### src/rtl/mem_arbiter.sv
// mem_arbiter: I/D cache miss-fill arbiter issuing 8-word pipelined reads.
// Define ARB_ROUND_ROBIN_EN to alternate tie-breaks instead of fixed dcache priority.
module mem_arbiter (
   input  logic        clk,
   input  logic        rst_n,
   input  logic        icache_req,
   input  logic [15:0] icache_addr,
   input  logic        dcache_req,
   input  logic [15:0] dcache_addr,
   input  logic        mem_data_valid,
   output logic        mem_en,
   output logic [15:0] mem_addr,
   output logic        icache_grant,
   output logic        dcache_grant,
   output logic        fill_valid,
   output logic [2:0]  fill_offset,
   output logic        fill_done,
   output logic        busy
);

   typedef enum logic [1:0] {IDLE, FILL, DONE} state_t;

   state_t      state;
   logic [11:0] blk;
   logic [2:0]  issue_cnt;
   logic [2:0]  ret_cnt;
   logic        pick_d;

   // Byte offsets within a block never reach memory.
   logic unused_offset;
   assign unused_offset = ^{icache_addr[3:0], dcache_addr[3:0]};

`ifdef ARB_ROUND_ROBIN_EN
   logic rr_ptr;

   assign pick_d = dcache_req & (~icache_req | ~rr_ptr);

   // The pointer names who wins the next tie: 0 = dcache, 1 = icache.
   always_ff @(posedge clk or negedge rst_n) begin
      if (!rst_n) begin
         rr_ptr <= 1'b0;
      end else if (state == DONE) begin
         rr_ptr <= dcache_grant;
      end
   end
`else
   assign pick_d = dcache_req;
`endif

   always_ff @(posedge clk or negedge rst_n) begin
      if (!rst_n) begin
         state        <= IDLE;
         blk          <= '0;
         issue_cnt    <= '0;
         ret_cnt      <= '0;
         mem_en       <= 1'b0;
         icache_grant <= 1'b0;
         dcache_grant <= 1'b0;
         fill_done    <= 1'b0;
      end else begin
         fill_done <= 1'b0;
         unique case (state)
            IDLE: begin
               if (icache_req | dcache_req) begin
                  state        <= FILL;
                  blk          <= pick_d ? dcache_addr[15:4]
                                         : icache_addr[15:4];
                  dcache_grant <= pick_d;
                  icache_grant <= ~pick_d;
                  issue_cnt    <= '0;
                  ret_cnt      <= '0;
                  mem_en       <= 1'b1;
               end
            end
            FILL: begin
               if (mem_en) begin
                  issue_cnt <= issue_cnt + 3'd1;
                  if (issue_cnt == 3'd7) begin
                     mem_en <= 1'b0;
                  end
               end
               if (mem_data_valid) begin
                  ret_cnt <= ret_cnt + 3'd1;
                  if (ret_cnt == 3'd7) begin
                     state     <= DONE;
                     fill_done <= 1'b1;
                  end
               end
            end
            DONE: begin
               state        <= IDLE;
               icache_grant <= 1'b0;
               dcache_grant <= 1'b0;
            end
            default: state <= IDLE;
         endcase
      end
   end

   assign mem_addr    = {blk, issue_cnt, 1'b0};
   assign fill_offset = ret_cnt;
   assign fill_valid  = mem_data_valid & (state == FILL);
   assign busy        = (state != IDLE);

endmodule

### config.mk
export PLATFORM = sky130hd
export DESIGN_NAME = mem_arbiter
export DESIGN_NICKNAME = d
export VERILOG_FILES = /design/src/rtl/mem_arbiter.sv
export SDC_FILE = /design/constraint.sdc
export NUM_CORES = 1
export LEC_CHECK = 0
export ABC_CLOCK_PERIOD_IN_PS = 1400
export CAP_MARGIN = 30
export CORE_MARGIN = 2
export CORE_UTILIZATION = 40
export DETAILED_ROUTE_END_ITERATION = 8
export HOLD_SLACK_MARGIN = 0.03
export PLACE_DENSITY = 0.79
export SYNTH_ARGS = -nofsm -noshare
export SYNTH_HDL_FRONTEND = slang
export SYNTH_SLANG_ARGS = --single-unit
### constraint.sdc
create_clock -name clk -period 1.4 [get_ports clk]
set_input_delay 0.42 -clock clk [delete_from_list [all_inputs] [get_ports clk]]
set_output_delay 0.42 -clock clk [all_outputs]
set_load 0.02 [all_outputs]
==> results of run 1 <==
==> flip-flops by register name (all words and copies together) (netlist names) <==
| name | cells |
|---|---|
| dcache_grant | 1 |
| mem_en | 1 |
| fill_done | 1 |
| blk | 12 |
| state | 2 |
| fill_offset | 3 |
| issue_cnt | 3 |
| icache_grant | 1 |
==> kinds of logic (layout without fill, tap and decap cells) <==
family	count (synthesis)	in the layout
AOI/OAI and AO/OA	17	17
adders and majority gates	4	4
buffers and inverters	11	88
DFF	24	24
muxes	26	26
other	1	1
and+or+nand+nor	14	14
==> area by class of cell <==
| cell class | count | area [um^2] |
|---|---|---|
| fill | 235 | 947.2 |
| timing repair buffer | 80 | 689.4 |
| multi-input combinational | 62 | 661.9 |
| sequential | 24 | 606.8 |
| tap | 44 | 55.05 |
| clock inverter | 1 | 30.03 |
| clock buffer | 3 | 22.52 |
| inverter | 4 | 15.01 |
==> power breakdown <==
part           internal [W]  switching, W  total (W)  leakage [nW]
clock              0.000289      0.000200   0.000489        0.0279
sequential          0.00102      0.000197    0.00122         0.280
combinational       0.00134       0.00110    0.00243         0.700
==> cell usage after synthesis, drive strengths merged <==
master | n | share of area
a21oi | 2 | 0.0079
or2 | 3 | 0.015
o21bai | 1 | 0.015
a32o | 4 | 0.032
o31ai | 1 | 0.0059
mux2 | 26 | 0.26
a22o | 2 | 0.014
conb | 1 | 0.0030
a21o | 4 | 0.024
nand2 | 1 | 0.0030
a22oi | 1 | 0.0059
nor3b | 3 | 0.018
o21ai | 2 | 0.0079
ha | 4 | 0.040
clkbuf | 1 | 0.0030
and2 | 1 | 0.0049
buf | 6 | 0.033
dfrtp | 24 | 0.47
nor3 | 2 | 0.0079
nor2b | 4 | 0.020
inv | 4 | 0.012
==> worst max-delay path by stage <==
| stage | startpoint | endpoint | slack, ns | cells after the start |
|---|---|---|---|---|
| floorplan | dcache_req | blk[11] | 0.005 | 4 |
| global placement | mem_data_valid | fill_valid | -0.69 | 4 |
| detailed placement | mem_data_valid | fill_valid | -0.71 | 4 |
| CTS | state[0] | busy | -0.16 | 2 |
| global route | state[0] | fill_valid | -0.25 | 3 |
| finish | state[0] | blk[8] | -0.16 | 5 |
==> per-layer routing <==
metal  vias up  global-route usage
li1        501                   -
met1       536              0.2322
met2        22              0.3152
met3         2             0.01948
met4         0             0.06667
met5         -                   0
==> repair_timing <==
item,4_1_cts,5_1_grt
setup buffers,6,0
hold endpoints to repair,0,0
hold buffers,0,0
endpoints found under the setup margin,44,29
pin swaps,3,5
gates cloned,0,1
resized for setup,100,19
==> stage by stage <==
| step | hold slack (ns) | cell area, um^2 | cells | TNS [ns] |
|---|---|---|---|---|
| after global routing | 0.4269 | 2081 | 218 | -2.920 |
| after detailed placement | 0.4925 | 2002 | 207 | -9.469 |
| final | 0.4298 | 2081 | 218 | -1.904 |
| after CTS | 0.4298 | 2043 | 217 | -1.799 |
| after global placement | 0.4878 | 2002 | 207 | -9.309 |
| after floorplan | 0.1244 | 1295 | 97 | 0 |
==> results.py, run 1 <==
metrics = {
    "final_layout": {
        "fin_util": 0.6872,
        "drive_gt1_frac": 0.5805,
        "final_common_cell": "clkdlybuf4s50_1",
        "syn2layout_area_growth_pct": 64.49,
        "final_nets": 216,
        "most-common-layout-cells": "26 x clkdlybuf4s50_1, 21 x buf_2, 19 x dfrtp_1, 18 x mux2_2, 18 x buf_4",
        "diodes": 0,
    },
    "setup_path": {
        "end_kind": "flip-flop",
        "cp-start-kind": "flip-flop",
        "r2r_cells": 5,
        "slowest_delay_ns": 0.44,
        "cp_max_fo": 4,
        "r2r-start": "state[0]",
        "r2r_slack_ns": -0.16,
        "crit_slowest_cell": "dfrtp_1",
        "worstPathRequired_ns": 1.61,
        "worstSetupPathType": "reg2reg",
        "path_cells": "or2_4, buf_6, o21bai_4, clkbuf_16, mux2_4",
        "cp_num_buf_inv": 2,
        "regToRegEndpoint": "blk[8]",
        "crit_family": "flip-flops",
        "cp_data_arrival_time_ns": 1.77,
    },
    "clock_tree": {
        "ctsHtreeMaxLevel": 1,
        "cts_buffers": 3,
        "clk_latency_ns": 0.31,
        "clkSinkCount": 24,
        "path_clk_slew_ns": 0.14,
        "cts_tree": "yes",
        "cts_root_buffer": "clkbuf_4",
        "clockBufferDepth": 2,
    },
    "timing": {
        "finalSetupViolCount": 14,
        "skew_ns": 0.01209,
        "fin_crit_ns": 1.559,
        "finalWorstSetupSlack_ns": -0.1590,
        "fin_crit_sh": 1.114,
        "rsz0062_at_grt": "true",
        "slew_viol_final": 0,
        "max_freq_mhz": 641.4,
        "report.final.hold_viol_count": 0,
    },
    "status": {
        "violations": "setup timing",
        "status": "finished, violations left",
    },
    "die": {
        "core_mm2": 0.003028,
        "die_x_um": 60.24,
        "die_h_um": 60.24,
        "pin_count": 62,
        "dieArea_mm2": 0.003628,
        "start_util": 0.4178,
        "row_count": 20,
    },
    "synth": {
        "ys_ff_latch": 24,
        "synth_top_family_by_area": "multiplexers",
        "synthSimpleGateAreaFrac": 0.06825,
        "synth-xor-area-share": 0,
        "synthMuxAreaShare": 0.2552,
        "yosys.cell_types.count": 25,
        "syn-num-nets": 138,
        "synthAdderAreaFrac": 0.03956,
        "ys_seq_area_frac": 0.4748,
        "avgSynthCellArea_um2": 13.04,
        "syn_inst": 97,
        "yosys_warnings": 0,
        "synth_area_mm2": 0.001265,
        "synth_compound_area_frac": 0.1118,
    },
    "detailed_routing": {
        "highest_layer": "met4",
        "route.detailed.vias_per_inst": 4.867,
        "ant_nets": 0,
        "wl_um": 3092,
        "first_pass_iters": 5,
        "dr_wl_met3_um": 113,
        "wire_per_inst_um": 14.18,
        "met2_length_um": 1681,
        "remaining_drc_errors": 0,
        "vias": 1061,
        "wl_met1_um": 1268,
        "drtIter0Drc": 28,
    },
    "placed_design": {
        "io_buffers": 52,
        "hpwlAfterDp_um": 2295,
        "place.gp.congestion": 0.7343,
        "place_ws_ns": -0.7124,
    },
    "global_route": {
        "grt-ovfl-total": 0,
        "track_usage": 0.1819,
        "grt_start_max_net_pins": 25,
        "antenna_found_initial": 0,
        "grt_pass1_wl_um": 4823,
        "grt_pass1_vias": 1070,
    },
    "power_and_ir_drop": {
        "p_total_w": 0.004137,
        "power_density_mw_per_mm2": 1988,
        "p_leak_nw": 1.008,
        "irDropWorstVdd_mv": 1.113,
    },
    "run": {
        "drv_cap": 0,
    },
    "min_path": {
        "holdCritPathClass": "in2async",
    },
}
Power figures use the tool's default switching activity.
==> run 2: changes to the inputs <==
PLACE_DENSITY = 0.75   (was 0.79)
==> run 2 against run 1 <==
Against the previous run:
- the flow still finishes with violations (setup timing)
- register-to-register slack hardly changed
- critical path depth stayed put
- worst setup slack gained 0.0069 ns
- first-iteration DRC count fell by 14%
- die area stayed put
- wire length is 2.1% higher
- clock-buffer cell count stayed put
- worst hold slack improved by 0.0026 ns
- sequential power is essentially flat
- critical path type unchanged
==> results.py, run 2 (synthesis gave the netlist of run 1 again) <==
metrics = {
    "status": {
        "status": "finished, violations left",
        "violations": "setup timing",
    },
    "detailed_routing": {
        "ant_nets": 0,
        "remaining_drc_errors": 0,
        "dr_wl_met3_um": 208,
        "first_pass_iters": 4,
        "wire_per_inst_um": 14.29,
        "wl_um": 3158,
        "met2_length_um": 1554,
        "highest_layer": "met4",
        "route.detailed.vias_per_inst": 4.715,
        "wl_met1_um": 1379,
        "vias": 1042,
        "drtIter0Drc": 24,
    },
    "clock_tree": {
        "path_clk_slew_ns": 0.14,
        "cts_hold_buf": 0,
        "clk_latency_ns": 0.32,
        "clkSinkCount": 24,
        "cts_tree": "yes",
        "cts_root_buffer": "clkbuf_4",
        "cts_buffers": 3,
        "ctsHtreeMaxLevel": 1,
        "clockBufferDepth": 2,
    },
    "final_layout": {
        "diodes": 0,
        "drive_gt1_frac": 0.5763,
        "final_common_cell": "clkdlybuf4s50_1",
        "regMostFlops": "blk",
        "final_nets": 219,
        "syn2layout_area_growth_pct": 64.59,
        "most-common-layout-cells": "25 x clkdlybuf4s50_1, 22 x buf_2, 21 x buf_4, 19 x dfrtp_1, 18 x mux2_2",
        "largest_reg_flops": 12,
    },
    "die": {
        "die_h_um": 60.24,
        "core_mm2": 0.003028,
        "dieArea_mm2": 0.003628,
        "row_count": 20,
        "die_x_um": 60.24,
        "pin_count": 62,
        "start_util": 0.4178,
    },
    "timing": {
        "rsz0062_at_grt": "true",
        "fin_crit_ns": 1.552,
        "fin_crit_sh": 1.109,
        "max_freq_mhz": 644.3,
        "report.final.hold_viol_count": 0,
        "finalSetupTns_ns": -1.874,
        "finalSetupViolCount": 14,
        "slew_viol_final": 0,
        "skew_ns": 0.01666,
        "finalWorstSetupSlack_ns": -0.1521,
    },
    "global_route": {
        "antenna_found_initial": 0,
        "track_usage": 0.1789,
        "grt_pass1_wl_um": 4843,
        "grt_pass1_vias": 1087,
        "grt-ovfl-total": 0,
        "grt_start_max_net_pins": 25,
    },
    "setup_path": {
        "crit_slowest_cell": "dfrtp_1",
        "cp_max_fo": 5,
        "path_cells": "or2_4, buf_6, o21bai_4, buf_12, mux2_4",
        "cp_num_buf_inv": 2,
        "end_kind": "flip-flop",
        "cp-start-kind": "flip-flop",
        "cp_data_arrival_time_ns": 1.75,
        "worstSetupPathType": "reg2reg",
        "worstPathRequired_ns": 1.60,
        "crit_family": "flip-flops",
        "slowest_delay_ns": 0.43,
    },
    "power_and_ir_drop": {
        "irDropWorstVdd_mv": 1.109,
        "p_switching_w": 0.001507,
        "clkPwrFrac": 0.119,
        "p_seq_frac": 0.286,
        "p_comb_frac": 0.595,
        "swShare": 0.3590,
        "internal_power_w": 0.002690,
        "p_leak_nw": 1.022,
        "power_density_mw_per_mm2": 2016,
        "p_total_w": 0.004197,
    },
    "min_path": {
        "holdCritPathClass": "in2async",
    },
    "placed_design": {
        "io_buffers": 52,
        "hpwlAfterDp_um": 2241,
        "place.gp.congestion": 0.7290,
    },
    "run": {
        "drv_cap": 0,
    },
}
==> run 2: cell type report <==
class                           count  area, um^2
Fill cell                         245       945.9
Timing Repair Buffer               83       704.4
Multi-Input combinational cell     62       648.1
Sequential cell                    24       606.8
Tap cell                           44       55.05
Clock inverter                      1       30.03
Clock buffer                        3       22.52
Inverter                            4       15.01
==> run 2: worst register-to-register path, stage by stage (launching register included) <==
cell and delay [ns]:
dfrtp_1 0.43, or2_4 0.25, buf_6 0.11, o21bai_4 0.20, buf_12 0.16, mux2_4 0.29
==> run 2: repair_timing <==
action	4_1_cts	5_1_grt
setup buffers	10	4
gates cloned	1	1
setup endpoints to repair	42	31
endpoints found under the hold margin	0	0
pin swaps	1	3
gates resized for setup	99	18
==> run 2: path summary, 6_finish.rpt <==
| path | start | end | cells after the start | slack [ns] |
|---|---|---|---|---|
| setup / recovery | state[0] | blk[6] | 5 | -0.15 |
| hold / removal | rst_n | blk[3] | 2 | 0.43 |
| setup reg to reg | state[0] | blk[6] | 5 | -0.15 |
| hold reg to reg | blk[2] | blk[2] | 1 | 0.51 |
| max in group asynchronous | rst_n | state[1] | 2 | 0.79 |
| min in group clk | blk[2] | blk[2] | 1 | 0.51 |
==> run 2: metal layers <==
layer / up-vias / global-route usage
met1: 497 / 0.2112
met2: 36 / 0.3401
met3: 2 / 0.03030
met5: - / 0
li1: 507 / -
met4: 0 / 0.02857
==> run 2: through the flow <==
| step | instances | hold slack, ns | worst slack, ns | utilization | area (um^2) |
|---|---|---|---|---|---|
| after floorplan | 97 | 0.1244 | 0.004778 | - | 1295 |
| after global placement | 202 | 0.4916 | -0.6928 | 0.6488 | 1964 |
| after detailed placement | 202 | 0.4940 | -0.7077 | 0.6488 | 1964 |
| after CTS | 217 | 0.4431 | -0.1534 | 0.6810 | 2062 |
| after global routing | 221 | 0.4445 | -0.1932 | 0.6876 | 2082 |
| final | 221 | 0.4324 | -0.1521 | 0.6876 | 2082 |
==> run 2: power by group through the flow <==
| stage | clock [W] | combinational (W) | sequential (W) |
|---|---|---|---|
| final | 0.000497 | 0.00250 | 0.00120 |
| after global routing | 0.000542 | 0.00266 | 0.00124 |
| after CTS | 0.000503 | 0.00240 | 0.00121 |
| after detailed placement | 0 | 0.00239 | 0.00125 |
| after global placement | 0 | 0.00233 | 0.00123 |
| after floorplan | 0 | 0.000952 | 0.00160 |
==> run 3: changes to the inputs <==
ABC_CLOCK_PERIOD_IN_PS = 1290   (was 1400)
CORE_UTILIZATION = 36   (was 40)
CTS_BUF_LIST = sky130_fd_sc_hd__clkbuf_16   (was unset)
PLACE_DENSITY = 0.72   (was 0.75)
clock period = 1.29 ns   (was 1.4 ns; I/O delays follow)
==> run 3 against run 2 <==
Against the previous run:
- critical path type is now reg2out
- clock power rose by 79%
- global-route usage barely moved
- sequential share of layout area fell by 2.6 points
- final cell count rose by 0.90%
- the run still ends with setup timing left
- sequential power rose by 12%
- worst hold slack improved by 0.045 ns
==> results.py, run 3 (synthesis gave the netlist of run 1 again) <==
metrics = {
    "power_and_ir_drop": {
        "power_density_mw_per_mm2": 2265,
        "p_total_w": 0.005164,
        "swShare": 0.3408,
        "p_leak_nw": 1.083,
        "internal_power_w": 0.003404,
        "p_seq_frac": 0.259,
        "clkPwrFrac": 0.172,
        "irDropWorstVdd_mv": 1.356,
        "p_comb_frac": 0.568,
        "p_switching_w": 0.001760,
    },
    "clock_tree": {
        "ctsHtreeMaxLevel": 1,
        "cts_tree": "yes",
        "cts_hold_buf": 0,
        "path_clk_slew_ns": 0.07,
        "clkSinkCount": 24,
        "clk_latency_ns": 0.26,
        "clockBufferDepth": 2,
        "cts_buffers": 3,
        "cts_root_buffer": "clkbuf_16",
    },
    "run": {
        "drv_cap": 0,
    },
    "final_layout": {
        "syn2layout_area_growth_pct": 80.22,
        "drive_gt1_frac": 0.6102,
        "diodes": 0,
        "final_nets": 219,
        "regMostFlops": "blk",
        "largest_reg_flops": 12,
        "most-common-layout-cells": "25 x clkdlybuf4s50_1, 20 x dfrtp_1, 18 x mux2_2, 16 x buf_2, 16 x buf_4",
        "postLayoutCellArea_mm2": 0.002280,
        "final_common_cell": "clkdlybuf4s50_1",
    },
    "die": {
        "dieArea_mm2": 0.004004,
        "die_h_um": 63.28,
        "die_x_um": 63.28,
        "row_count": 21,
        "start_util": 0.3761,
        "pin_count": 62,
        "core_mm2": 0.003363,
    },
    "timing": {
        "skew_ns": 0.004430,
        "hold_slack_ns": 0.4774,
        "slew_viol_final": 0,
        "max_freq_mhz": 674.8,
        "fin_crit_sh": 1.149,
        "finalSetupViolCount": 24,
        "finalWorstSetupSlack_ns": -0.1919,
        "report.final.hold_viol_count": 0,
        "rsz0062_at_grt": "true",
        "fin_crit_ns": 1.482,
    },
    "status": {
        "status": "finished, violations left",
        "violations": "setup timing",
    },
    "placed_design": {
        "place.gp.congestion": 0.7296,
        "placed_area_mm2": 0.002041,
        "io_buffers": 52,
        "hpwlAfterDp_um": 2316,
    },
    "setup_path": {
        "cp_data_arrival_time_ns": 1.09,
        "end_kind": "output port",
        "cp-start-kind": "flip-flop",
        "worstPathRequired_ns": 0.90,
        "worstSetupPathType": "reg2out",
        "cp_max_fo": 3,
    },
    "min_path": {
        "holdCritPathClass": "in2async",
    },
    "global_route": {
        "grt_pass1_vias": 1173,
        "track_usage": 0.1794,
        "grt-ovfl-total": 0,
        "grt_start_max_net_pins": 25,
        "grt_pass1_wl_um": 5602,
        "antenna_found_initial": 0,
    },
    "detailed_routing": {
        "ant_nets": 0,
        "vias": 1070,
        "remaining_drc_errors": 0,
        "wire_per_inst_um": 14.90,
        "drtIter0Drc": 10,
        "route.detailed.vias_per_inst": 4.798,
        "first_pass_iters": 4,
        "wl_um": 3323,
    },
}
==> run 3: cell types whose count changed in the layout (fill, tap and decap cells not counted), sizes merged <==
cell	delta
clkdlybuf4s15	+3
dlygate4sd2	-1
buf	-2
==> run 3: critical path: stages, from the launching register on <==
cell,delay [ns]
dfrtp_1,0.39
buf_6,0.14
nor3_4,0.18
buf_6,0.14
==> run 3: layer usage <==
layer / global-route usage / share of wire
met4: 0.04891 / 0.0081
met2: 0.3431 / 0.56
met3: 0.03214 / 0.042
met5: 0 / 0
met1: 0.2027 / 0.39
==> run 3: worst paths after layout <==
kind / start / end / slack (ns) / depth (start not counted)
worst max-delay path: state[1] / fill_valid / -0.19 / 3
worst min-delay path: rst_n / blk[4] / 0.48 / 2
worst max register to register: state[0] / blk[5] / -0.17 / 4
worst min register to register: blk[9] / blk[9] / 0.51 / 1
max in group asynchronous: rst_n / fill_offset[1] / 0.65 / 2
min in group clk: blk[9] / blk[9] / 0.51 / 1
==> run 3: stage by stage <==
step	std cells	setup TNS [ns]	worst slack, ns	utilization
after floorplan	97	-0.9152	-0.1023	-
after global placement	207	-11.90	-0.7200	0.6068
after detailed placement	207	-12.51	-0.7484	0.6068
after CTS	219	-2.278	-0.1759	0.6756
after global routing	223	-3.271	-0.2306	0.6778
final	223	-2.431	-0.1919	0.6778
==> run 3: power by group through the flow <==
stage	registers (W)	logic, W	clock network (W)
2_1_floorplan	0.00177	0.00108	0
3_3_place_gp	0.00133	0.00269	0
3_5_place_dp	0.00135	0.00279	0
4_1_cts	0.00134	0.00299	0.000903
5_1_grt	0.00139	0.00314	0.000926
6_report	0.00134	0.00294	0.000890
==> run 3: repair_timing <==
item,in CTS,in global routing
gates resized for setup,111,23
setup endpoints to repair,44,36
setup buffers,7,4
pin swaps,3,6
cloned,2,0
hold endpoints to repair,0,0
==> run 3: layout make-up <==
class	instances	area (um^2)
multi-input combinational	62	708.2
inverter	4	15.01
sequential	24	605.6
fill	271	1084
clock inverter	1	30.03
clock buffer	3	75.07
tap	46	57.56
timing repair buffer	83	788.3
